===== config.mk =====
export PLATFORM = sky130hd
export DESIGN_NAME = itcm_axi_rd_slave
export DESIGN_NICKNAME = d
export VERILOG_FILES = /design/src/rtl/itcm_axi_rd_slave.sv
export SDC_FILE = /design/constraint.sdc
export NUM_CORES = 1
export LEC_CHECK = 0
export ABC_AREA = 1
export BUFFER_PORTS_ARGS = -buffer_cell sky130_fd_sc_hd__buf_2
export CORE_ASPECT_RATIO = 1.2
export CORE_MARGIN = 2
export CORE_UTILIZATION = 32
export DETAILED_ROUTE_END_ITERATION = 6
export PLACE_DENSITY_LB_ADDON = 0.25
export RECOVER_POWER = 50
export REMOVE_ABC_BUFFERS = 1
export SLEW_MARGIN = 30
export SYNTH_ARGS = -nofsm -noshare
export SYNTH_HDL_FRONTEND = slang
export SYNTH_SLANG_ARGS = --single-unit

===== constraint.sdc =====
create_clock -name clk -period 6.8 [get_ports clk]
set_input_delay 1.36 -clock clk [delete_from_list [all_inputs] [get_ports clk]]
set_output_delay 1.36 -clock clk [all_outputs]
set_load 0.02 [all_outputs]

===== src/rtl/itcm_axi_rd_slave.sv =====
`default_nettype none
// ============================================================================
// Module   : itcm_axi_rd_slave
// Brief    : AXI4 read-only responder serving 64-bit instruction fetch bursts
//            from a synchronous single-port ITCM SRAM. A 2-entry AR queue
//            feeds a burst address generator (FIXED/INCR/WRAP). Beats pass
//            through a one-stage SRAM pipe into a credit-controlled 2-entry
//            R FIFO.
//            Optional build macro ITCM_RD_PARITY_EN adds per-byte even-parity
//            checking of SRAM read data (port mem_rpar_i).
// Revision : 1.0 - initial release
// ============================================================================
module itcm_axi_rd_slave #(
  parameter int                            C_S_AXI_ID_WIDTH   = 4,
  parameter int                            C_S_AXI_DATA_WIDTH = 64,
  parameter int                            C_S_AXI_ADDR_WIDTH = 32,
  parameter int                            MEM_DEPTH          = 4096,
  parameter logic [C_S_AXI_ADDR_WIDTH-1:0] BASE_ADDR          = 32'h8000_0000
) (
  input  logic                          clk,
  input  logic                          rst,
  input  logic [C_S_AXI_ID_WIDTH-1:0]   S_AXI_ARID,
  input  logic [C_S_AXI_ADDR_WIDTH-1:0] S_AXI_ARADDR,
  input  logic [7:0]                    S_AXI_ARLEN,
  input  logic [2:0]                    S_AXI_ARSIZE,
  input  logic [1:0]                    S_AXI_ARBURST,
  input  logic                          S_AXI_ARVALID,
  output logic                          S_AXI_ARREADY,
  output logic [C_S_AXI_ID_WIDTH-1:0]   S_AXI_RID,
  output logic [C_S_AXI_DATA_WIDTH-1:0] S_AXI_RDATA,
  output logic [1:0]                    S_AXI_RRESP,
  output logic                          S_AXI_RLAST,
  output logic                          S_AXI_RVALID,
  input  logic                          S_AXI_RREADY,
  output logic                          mem_req_o,
  output logic [$clog2(MEM_DEPTH)-1:0]  mem_addr_o,
  input  logic [C_S_AXI_DATA_WIDTH-1:0] mem_rdata_i
`ifdef ITCM_RD_PARITY_EN
  ,
  input  logic [C_S_AXI_DATA_WIDTH/8-1:0] mem_rpar_i
`endif
);

  localparam int          c_idx_w     = $clog2(MEM_DEPTH);
  localparam int          c_idw       = C_S_AXI_ID_WIDTH;
  localparam int          c_aw        = C_S_AXI_ADDR_WIDTH;
  localparam int          c_dw        = C_S_AXI_DATA_WIDTH;
  localparam logic [63:0] c_mem_bytes = 64'(MEM_DEPTH) * 64'd8;
  localparam logic [1:0]  c_okay      = 2'b00;
  localparam logic [1:0]  c_slverr    = 2'b10;

  typedef enum logic [0:0] {
    S_IDLE  = 1'b0,
    S_BURST = 1'b1
  } state_t;

  state_t r_state;
  state_t w_state_nxt;

  // ---------------------------------------------------------------- AR queue
  logic [c_idw-1:0] r_q_id    [2];
  logic [c_aw-1:0]  r_q_addr  [2];
  logic [7:0]       r_q_len   [2];
  logic [1:0]       r_q_burst [2];
  logic             r_q_err   [2];
  logic             r_q_wptr;
  logic             r_q_rptr;
  logic [1:0]       r_q_count;

  logic w_q_full;
  logic w_q_empty;
  logic w_push;
  logic w_pop;
  logic w_len_ok;
  logic w_ar_err;

  assign w_q_full      = (r_q_count == 2'd2);
  assign w_q_empty     = (r_q_count == 2'd0);
  assign S_AXI_ARREADY = !rst && !w_q_full;
  assign w_push        = S_AXI_ARVALID && S_AXI_ARREADY;

  // Request-level errors are decided once per burst; an illegal burst type
  // (2'b11) is folded into the size error.
  assign w_len_ok = (S_AXI_ARLEN == 8'd1) || (S_AXI_ARLEN == 8'd3) ||
                    (S_AXI_ARLEN == 8'd7) || (S_AXI_ARLEN == 8'd15);
  assign w_ar_err = (S_AXI_ARSIZE != 3'b011) || (S_AXI_ARBURST == 2'b11) ||
                    ((S_AXI_ARBURST == 2'b10) && !w_len_ok);

  // Queue payload storage (data only, no reset needed).
  always_ff @(posedge clk) begin
    if (w_push) begin
      r_q_id[r_q_wptr]    <= S_AXI_ARID;
      r_q_addr[r_q_wptr]  <= S_AXI_ARADDR;
      r_q_len[r_q_wptr]   <= S_AXI_ARLEN;
      r_q_burst[r_q_wptr] <= S_AXI_ARBURST;
      r_q_err[r_q_wptr]   <= w_ar_err;
    end
  end

  // Queue pointers and occupancy.
  always_ff @(posedge clk or posedge rst) begin
    if (rst) begin
      r_q_wptr  <= 1'b0;
      r_q_rptr  <= 1'b0;
      r_q_count <= 2'd0;
    end else begin
      if (w_push) r_q_wptr <= ~r_q_wptr;
      if (w_pop)  r_q_rptr <= ~r_q_rptr;
      r_q_count <= r_q_count + {1'b0, w_push} - {1'b0, w_pop};
    end
  end

  // ------------------------------------------------------ burst generator
  logic [c_idw-1:0] r_id;
  logic [c_aw-1:0]  r_addr;
  logic [7:0]       r_len;
  logic [7:0]       r_beat;
  logic [1:0]       r_burst;
  logic             r_err;

  logic             r_p_valid;
  logic [c_idw-1:0] r_p_id;
  logic [1:0]       r_p_resp;
  logic             r_p_last;
  logic             r_p_rd;

  logic [1:0]       r_f_count;

  logic             w_credit;
  logic             w_issue;
  logic             w_last_beat;
  logic [c_aw-1:0]  w_off;
  logic             w_in_range;
  logic             w_mem_rd;
  logic             w_beat_err;
  logic [c_aw-1:0]  w_blk;
  logic [c_aw-1:0]  w_mask;
  logic [c_aw-1:0]  w_inc;
  logic [c_aw-1:0]  w_addr_nxt;

  // A beat may only be issued if it is guaranteed a FIFO slot: beats in the
  // SRAM pipe plus beats already queued must stay below the FIFO depth.
  assign w_credit    = ({2'b00, r_p_valid} + {1'b0, r_f_count}) < 3'd2;
  assign w_last_beat = (r_beat == r_len);

  assign w_off      = r_addr - BASE_ADDR;
  assign w_in_range = (64'(w_off) < c_mem_bytes);
  assign w_mem_rd   = w_issue && !r_err && w_in_range;
  assign w_beat_err = r_err || !w_in_range;
  assign mem_req_o  = w_mem_rd;
  assign mem_addr_o = w_mem_rd ? w_off[3 +: c_idx_w] : '0;

  // WRAP block is (len+1) beats of 8 bytes; only legal lengths reach here
  // with reads enabled, so the block size is always a power of two.
  assign w_blk  = c_aw'({r_len, 3'b000}) + c_aw'(8);
  assign w_mask = w_blk - c_aw'(1);
  assign w_inc  = r_addr + c_aw'(8);

  // Next beat address per burst type.
  always_comb begin
    w_addr_nxt = w_inc;
    case (r_burst)
      2'b00:   w_addr_nxt = r_addr;
      2'b10:   w_addr_nxt = (r_addr & ~w_mask) | (w_inc & w_mask);
      default: w_addr_nxt = w_inc;
    endcase
  end

  // FSM state register.
  always_ff @(posedge clk or posedge rst) begin
    if (rst) r_state <= S_IDLE;
    else     r_state <= w_state_nxt;
  end

  // FSM next state: IDLE spends one cycle popping; BURST issues on credit
  // and chains straight into the next queued burst after its last beat.
  always_comb begin
    w_state_nxt = r_state;
    w_pop       = 1'b0;
    w_issue     = 1'b0;
    case (r_state)
      S_IDLE: begin
        if (!w_q_empty) begin
          w_pop       = 1'b1;
          w_state_nxt = S_BURST;
        end
      end
      S_BURST: begin
        if (w_credit) begin
          w_issue = 1'b1;
          if (w_last_beat) begin
            if (!w_q_empty) w_pop       = 1'b1;
            else            w_state_nxt = S_IDLE;
          end
        end
      end
      default: w_state_nxt = S_IDLE;
    endcase
  end

  // Burst registers: load on pop (address aligned down), advance on issue.
  always_ff @(posedge clk or posedge rst) begin
    if (rst) begin
      r_id    <= '0;
      r_addr  <= '0;
      r_len   <= 8'd0;
      r_beat  <= 8'd0;
      r_burst <= 2'b00;
      r_err   <= 1'b0;
    end else if (w_pop) begin
      r_id    <= r_q_id[r_q_rptr];
      r_addr  <= {r_q_addr[r_q_rptr][c_aw-1:3], 3'b000};
      r_len   <= r_q_len[r_q_rptr];
      r_beat  <= 8'd0;
      r_burst <= r_q_burst[r_q_rptr];
      r_err   <= r_q_err[r_q_rptr];
    end else if (w_issue) begin
      r_addr  <= w_addr_nxt;
      r_beat  <= r_beat + 8'd1;
    end
  end

  // SRAM pipe stage: beat attributes travel alongside the one-cycle read.
  always_ff @(posedge clk or posedge rst) begin
    if (rst) begin
      r_p_valid <= 1'b0;
      r_p_id    <= '0;
      r_p_resp  <= c_okay;
      r_p_last  <= 1'b0;
      r_p_rd    <= 1'b0;
    end else begin
      r_p_valid <= w_issue;
      r_p_id    <= r_id;
      r_p_resp  <= w_beat_err ? c_slverr : c_okay;
      r_p_last  <= w_last_beat;
      r_p_rd    <= w_mem_rd;
    end
  end

  logic [c_dw-1:0] w_p_data;
  logic [1:0]      w_p_resp;

  assign w_p_data = r_p_rd ? mem_rdata_i : '0;

`ifdef ITCM_RD_PARITY_EN
  logic [c_dw/8-1:0] w_par_bad;
  for (genvar b = 0; b < c_dw/8; b++) begin : g_par
    assign w_par_bad[b] = (^mem_rdata_i[8*b +: 8]) != mem_rpar_i[b];
  end
  assign w_p_resp = (r_p_rd && (|w_par_bad)) ? c_slverr : r_p_resp;
`else
  assign w_p_resp = r_p_resp;
`endif

  // ----------------------------------------------------------- R FIFO
  logic [c_idw-1:0] r_f_id   [2];
  logic [c_dw-1:0]  r_f_data [2];
  logic [1:0]       r_f_resp [2];
  logic             r_f_last [2];
  logic             r_f_wptr;
  logic             r_f_rptr;

  logic w_f_empty;
  logic w_f_push;
  logic w_f_pop;

  // With an empty FIFO the pipe beat is presented directly on R; it is only
  // stored if the master does not take it this cycle.
  assign w_f_empty    = (r_f_count == 2'd0);
  assign S_AXI_RVALID = !w_f_empty || r_p_valid;
  assign w_f_pop      = !w_f_empty && S_AXI_RREADY;
  assign w_f_push     = r_p_valid && !(w_f_empty && S_AXI_RREADY);

  // FIFO payload storage.
  always_ff @(posedge clk) begin
    if (w_f_push) begin
      r_f_id[r_f_wptr]   <= r_p_id;
      r_f_data[r_f_wptr] <= w_p_data;
      r_f_resp[r_f_wptr] <= w_p_resp;
      r_f_last[r_f_wptr] <= r_p_last;
    end
  end

  // FIFO pointers and occupancy.
  always_ff @(posedge clk or posedge rst) begin
    if (rst) begin
      r_f_wptr  <= 1'b0;
      r_f_rptr  <= 1'b0;
      r_f_count <= 2'd0;
    end else begin
      if (w_f_push) r_f_wptr <= ~r_f_wptr;
      if (w_f_pop)  r_f_rptr <= ~r_f_rptr;
      r_f_count <= r_f_count + {1'b0, w_f_push} - {1'b0, w_f_pop};
    end
  end

  // R channel mux: FIFO head first, else the pipe beat, else all zero.
  always_comb begin
    S_AXI_RID   = '0;
    S_AXI_RDATA = '0;
    S_AXI_RRESP = c_okay;
    S_AXI_RLAST = 1'b0;
    if (!w_f_empty) begin
      S_AXI_RID   = r_f_id[r_f_rptr];
      S_AXI_RDATA = r_f_data[r_f_rptr];
      S_AXI_RRESP = r_f_resp[r_f_rptr];
      S_AXI_RLAST = r_f_last[r_f_rptr];
    end else if (r_p_valid) begin
      S_AXI_RID   = r_p_id;
      S_AXI_RDATA = w_p_data;
      S_AXI_RRESP = w_p_resp;
      S_AXI_RLAST = r_p_last;
    end
  end

endmodule
`default_nettype wire

### After elaboration in Yosys (flattened, before gate mapping)

Memories as Yosys holds them, arrays and structs flattened. A register that Yosys moved wholly into a read port is not among the register bits.
Cells that the tools add are included.

| operators by class | value |
|---|---|
| divide/modulo/power cells | 0 |
| $mul | 0 |
| equality and inequality tests | 11 |
| multiplexer cells | 29 |
| bitwise operators | 9 |
| shift operators | 0 |
| add/sub/neg operators | 10 |
| order comparisons | 2 |
| reduce and logical (&&, ||, !) cells | 27 |

Operator list:

| kind | count |
|---|---|
| 2-to-1 mux 64 bit | 3 |
| bitwise AND 32 bit | 2 |
| 2-to-1 mux 32 bit | 2 |
| one-hot mux 32 bit (2 select lines) | 1 |
| adder 32 x 4 -> 32 bit (second input constant) | 1 |
| < comparator 32 x 16 -> 1 bit (second input constant) | 1 |
| NOT 32 bit | 1 |
| OR 32 bit | 1 |
| subtractor 32 bit (second input constant) | 1 |
| 2-to-1 mux 8 bit | 2 |
| 2-to-1 mux 1 bit | 13 |
| subtractor 12 x 1 -> 13 bit (second input constant) | 1 |
| adder 11 x 4 -> 12 bit (second input constant) | 1 |
| 2-to-1 mux 12 bit | 1 |
| adder 8 x 1 -> 8 bit (second input constant) | 1 |
| == test 2 bit (second input constant) | 4 |
| == test 8 x 1 -> 1 bit (second input constant) | 1 |
| == test 8 x 2 -> 1 bit (second input constant) | 1 |
| == test 8 x 3 -> 1 bit (second input constant) | 1 |
| == test 8 x 4 -> 1 bit (second input constant) | 1 |
| == test 8 bit | 1 |
| logical AND 1 bit | 8 |
| 2-to-1 mux 4 bit | 2 |
| zero test 1 bit | 7 |
| 13 further kinds | 30 |

| word-level totals | value |
|---|---|
| bits in latches | 0 |
| ROM bits | 0 |
| memory bits (writable) | 236 |
| output and inout bits | 86 |
| memories kept | 9 |
| logic and storage cells | 111 |
| register bits after elaboration | 58 |
| input bits | 117 |

Memories:

| memory | words | bits a word | rd ports | clocked after memory_dff | wr ports | RTL line | text |
|---|---|---|---|---|---|---|---|
| r_f_data | 2 | 64 | 1 | 0 | 1 | 257 | `logic [c_dw-1:0] r_f_data [2];` |
| r_q_addr | 2 | 32 | 1 | 0 | 1 | 62 | `logic [c_aw-1:0] r_q_addr [2];` |
| r_q_len | 2 | 8 | 1 | 1 | 1 | 63 | `logic [7:0] r_q_len [2];` |
| r_f_id | 2 | 4 | 1 | 0 | 1 | 256 | `logic [c_idw-1:0] r_f_id [2];` |
| r_q_id | 2 | 4 | 1 | 1 | 1 | 61 | `logic [c_idw-1:0] r_q_id [2];` |
| r_f_resp | 2 | 2 | 1 | 0 | 1 | 258 | `logic [1:0] r_f_resp [2];` |
| 3 more memories | n/a | n/a | n/a | n/a | n/a | n/a |  |

### Depth between registers and ports, before layout

| depth | value |
|---|---|
| depth in word-level cells | 8 |
| mapped depth | 13 |
| mapped depth without buffers | 12 |

### Least setup slack after synthesis

OpenSTA, ideal clock, no wires.

| path | value |
|---|---|
| path kind | input -> register |
| start point | in S_AXI_RREADY |
| end point | mem r_f_data[1][0] in the netlist's numbering (enable) |
| path buffers | 0 |
| required time | 6,300 ps |
| path slack | 1,823 ps |
| arrival | 4,477 ps |
| cell stages on the path | 3 |
| setup time | 500 ps |
| cell sequence | nand2_1 nand2_1 nor2_1 |

| on the way | value |
|---|---|
| cells in the longest elaborated chain, start to end | 5 |

Ends and longest elaborated chain:

| item | RTL line | text |
|---|---|---|
| start: declaration | 34 | `input logic S_AXI_RREADY,` |
| logical AND 1 bit | 272 | `assign w_f_push = r_p_valid && !(w_f_empty && S_AXI_RREADY);` |
| zero test 1 bit | 272 |  |
| logical AND 1 bit | 272 |  |
| 2-to-1 mux 1 bit | 276 | `if (w_f_push) begin` |
| 2-to-1 mux 1 bit (implied by the code) | 278 | `r_f_data[r_f_wptr] <= w_p_data;` |
| end: declaration | 257 |  |

No other way between the ends.

### Worst setup path after layout

| path | value |
|---|---|
| start point | reg r_f_count[0] |
| end point | out S_AXI_RDATA[50] |

| on the way | value |
|---|---|
| cells in the longest elaborated chain, start to end | 2 |

Ends and longest elaborated chain:

| item | RTL line | text |
|---|---|---|
| start: declaration | 127 | `logic [1:0] r_f_count;` |
| start signal: assignment | 293 | `r_f_count <= r_f_count + {1'b0, w_f_push} - {1'b0, w_f_pop};` |
| zero test 2 bit | 269 | `assign w_f_empty = (r_f_count == 2'd0);` |
| 2-to-1 mux 64 bit | 303 | `if (!w_f_empty) begin` |
| end: declaration | 30 | `output logic [C_S_AXI_DATA_WIDTH-1:0] S_AXI_RDATA,` |

No other way between the ends.

==> results.py <==
metrics = {
    "status": {
        "status": "finished, violations left",
        "violations": "capacitance limit, slew limit",
    },
    "sta": {
        "slew_headroom": -1.00,
        "drv_slew": 96,
        "tns_ns": 0,
        "max_clock_freq_ghz": 0.247,
        "skew_ns": 0.0187,
        "rsz0062_at_grt": "false",
        "min_period_ns": 4.05,
        "period_share": 0.596,
        "setup_viol": 0,
        "worst_pin_slew_ns": 3.00,
        "final_hold_viol_count": 0,
    },
    "floorplan": {
        "pin_count": 203,
        "die_area_mm2": 0.0437,
        "rows": 82,
        "die-height_um": 229,
        "core_area_mm2": 0.0417,
        "initial_core_util": 0.323,
        "die_w_um": 191,
    },
    "route": {
        "vias_per_cell": 4.68,
        "post_drt_wl_per_cell_um": 15.9,
        "first_pass_iters": 5,
        "ant_nets": 0,
        "post-route-drc-count": 0,
        "wl_um": 33200,
        "dr_total_vias": 9768,
        "drtIter0Drc": 546,
    },
    "setup_path": {
        "r2r-start": "r_p_valid",
        "r2r_setup_slack_ns": 2.86,
        "worstSetupPathType": "reg2out",
        "slowest_delay_ns": 0.56,
        "r2r_cells": 6,
        "cp_slowest_cell": "buf_6",
        "crit_path_end_kind": "output pin",
        "cp_max_fo": 80,
        "timing.rr.end": "r_burst[1]",
        "startpoint_type": "flop",
        "worst_ep_required_time_ns": 5.44,
        "worstPathArrival_ns": 2.69,
        "path_cells": "nor2_4 -> buf_6 -> nand2_2 -> buf_4 -> o32ai_1 -> buf_2",
        "crit_start": "r_f_count[0]",
    },
    "power": {
        "power_switching_share": 0.386,
        "pwr-share-seq": 0.395,
        "combinationalPowerShare": 0.360,
        "intPower_uw": 4350,
        "power.total_uw": 7090,
        "switching_power_uw": 2740,
        "pwr-share-clk": 0.245,
        "p_leak_uw": 0.00694,
        "power_density_mw_per_mm2": 445,
        "peakVddDrop_v": 0.000256,
    },
    "logic_synthesis": {
        "synth-seq-cells": 297,
        "ys_warn_count": 0,
        "synth_common_cells": "380 x nand2_1, 228 x edfxtp_1, 206 x nor2_1",
        "dominantRegCellSynth": "edfxtp_1",
        "yosysMostFrequentCell": "nand2_1",
        "synth_edf_count": 228,
        "ys_top_cells_by_area": "edfxtp_1 51%, dfrtp_1 13%, nand2_1 11%, nor2_1 5.7%, o32ai_1 4.2%",
        "synthCells": 1340,
        "synth_area_mm2": 0.0134,
        "synth_top_cell_by_area": "edfxtp_1",
        "yosysSeqAreaShare": 0.637,
        "yosysUniqueCellTypes": 35,
        "yosys.area.top_type_share": 0.509,
        "syn_avg_cell_area_um2": 10.0,
        "synthArstFlopShare": 0.232,
    },
    "place": {
        "portBuffers": 198,
        "finalWeightedCongestion": 0.808,
        "hpwl_um": 20000,
        "placed_area_mm2": 0.0149,
    },
    "hold_path": {
        "hold_end": "r_p_id[2]",
        "min_path_type": "reg2reg",
        "hold_depth": 0,
        "hold_start": "r_id[2]",
    },
    "flow_run": {
        "drv_cap": 3,
    },
    "clock_tree": {
        "htree_levels": 1,
        "cts_num_sinks": 297,
        "path_clk_slew_ns": 0.06,
        "root_buffer": "clkbuf_16",
        "clk_path_buf_depth": 3,
        "cts_hold_buf": 0,
        "clkLatencyLatePin_ns": 0.57,
        "post_cts_resized": 0,
        "cts_setup_buffers": 0,
        "cts_buffers": 31,
        "cts_tree": "built",
    },
    "global_route": {
        "grt_use_total": 0.149,
        "grt_pass1_vias": 9643,
        "antenna_found_initial": 0,
        "grt_overflow": 0,
        "grt_max_degree": 81,
        "grt_pass1_wl_um": 51800,
    },
    "finish": {
        "diodes": 0,
        "n_fill_cell": 4233,
        "final_core_util": 0.382,
        "drive_gt1_frac": 0.179,
        "seqCellArea_mm2": 0.00858,
        "fin_area_mm2": 0.0159,
        "syn2layout_area_growth_pct": 18.4,
        "nets": 1641,
        "multi_input_area_mm2": 0.00403,
    },
}
power groups by stage:
stage	sequential, µW	combinational, µW	clock, µW
after CTS	2810	2620	1800
after floorplan	2840	1670	0
after detailed placement	2840	2620	0
final	2800	2550	1740
after global placement	2820	2590	0
after global routing	2860	2840	1880
worst max path at each step:
stage / end / slack, ns / cells past startpoint
3_5_place_dp: S_AXI_RDATA[50] / 3.09 / 6
2_1_floorplan: S_AXI_RDATA[0] / 0.02 / 3
3_3_place_gp: S_AXI_RDATA[30] / 3.14 / 6
4_1_cts: S_AXI_RDATA[50] / 2.46 / 6
6_report: S_AXI_RDATA[50] / 2.75 / 6
5_1_grt: r_burst[1] / 2.42 / 6
layout make-up:
type	count	share of cell area
inverter	137	0.0324
tap	546	0.0429
timing repair buffer	212	0.0670
clock buffer	40	0.0540
clock inverter	17	0.0120
multi-input combinational	839	0.253
sequential	297	0.538
state kept, by name, summed over array words and instances, names as in the netlist, 8 cells and up, named ones only:
register	flops
r_f_data	128
r_q_addr	58
r_addr	22
r_q_len	16
r_beat	8
r_f_id	8
r_len	8
r_q_id	8
critical path: cells and delay by family, from the launching register on:
kind,cells,cell delay [ns]
buffers and inverters,3,1.20
DFF,1,0.42
AOI/OAI and AO/OA,1,0.26
and+or+nand+nor,2,0.18
cells by family (layout without fill, tap and decap cells):
family	after synthesis	count (layout)	share of synthesized area
AOI/OAI and AO/OA	92	92	0.0572
xor gates and xnor gates	29	29	0.0189
adders and majority gates	6	6	0.00558
and+or+nand+nor	711	711	0.217
DFF	297	297	0.637
buffers and inverters	204	406	0.0633
other	1	1	0.000279
metrics by stage:
stage	hold WS, ns	setup slack [ns]	cells
floorplan	0.354	0.0156	1273
global placement	0.362	3.14	2031
detailed placement	0.365	3.09	2031
CTS	0.381	2.46	2088
global route	0.392	2.42	2088
finish	0.376	2.75	2088
cells in the final DEF (no fill, tap or decap), types with 7 or more instances in the layout:
cell type,Yosys,layout
dfrtp_1,69,67
xor2_1,15,15
nand4_1,13,13
clkbuf_1,43,31
o32ai_1,64,64
clkbuf_16,0,31
buf_4,1,11
xnor2_1,14,14
nor2_1,206,204
edfxtp_1,228,228
nand3_2,11,10
inv_1,130,130
o21ai_2,7,7
clkinv_2,0,8
nand3_1,80,81
buf_2,11,172
nand2_1,380,381
routing by layer:
layer / wire (µm) / GRT usage / part of all wire / vias up
li1: - / - / - / 4823
met1: 14200 / 0.184 / 0.43 / 4633
met2: 16000 / 0.265 / 0.48 / 265
met3: 2120 / 0.0238 / 0.064 / 47
met4: 862 / 0.0462 / 0.026 / 0
met5: 0 / 0 / 0 / -
(Power assumes the default switching activity.)
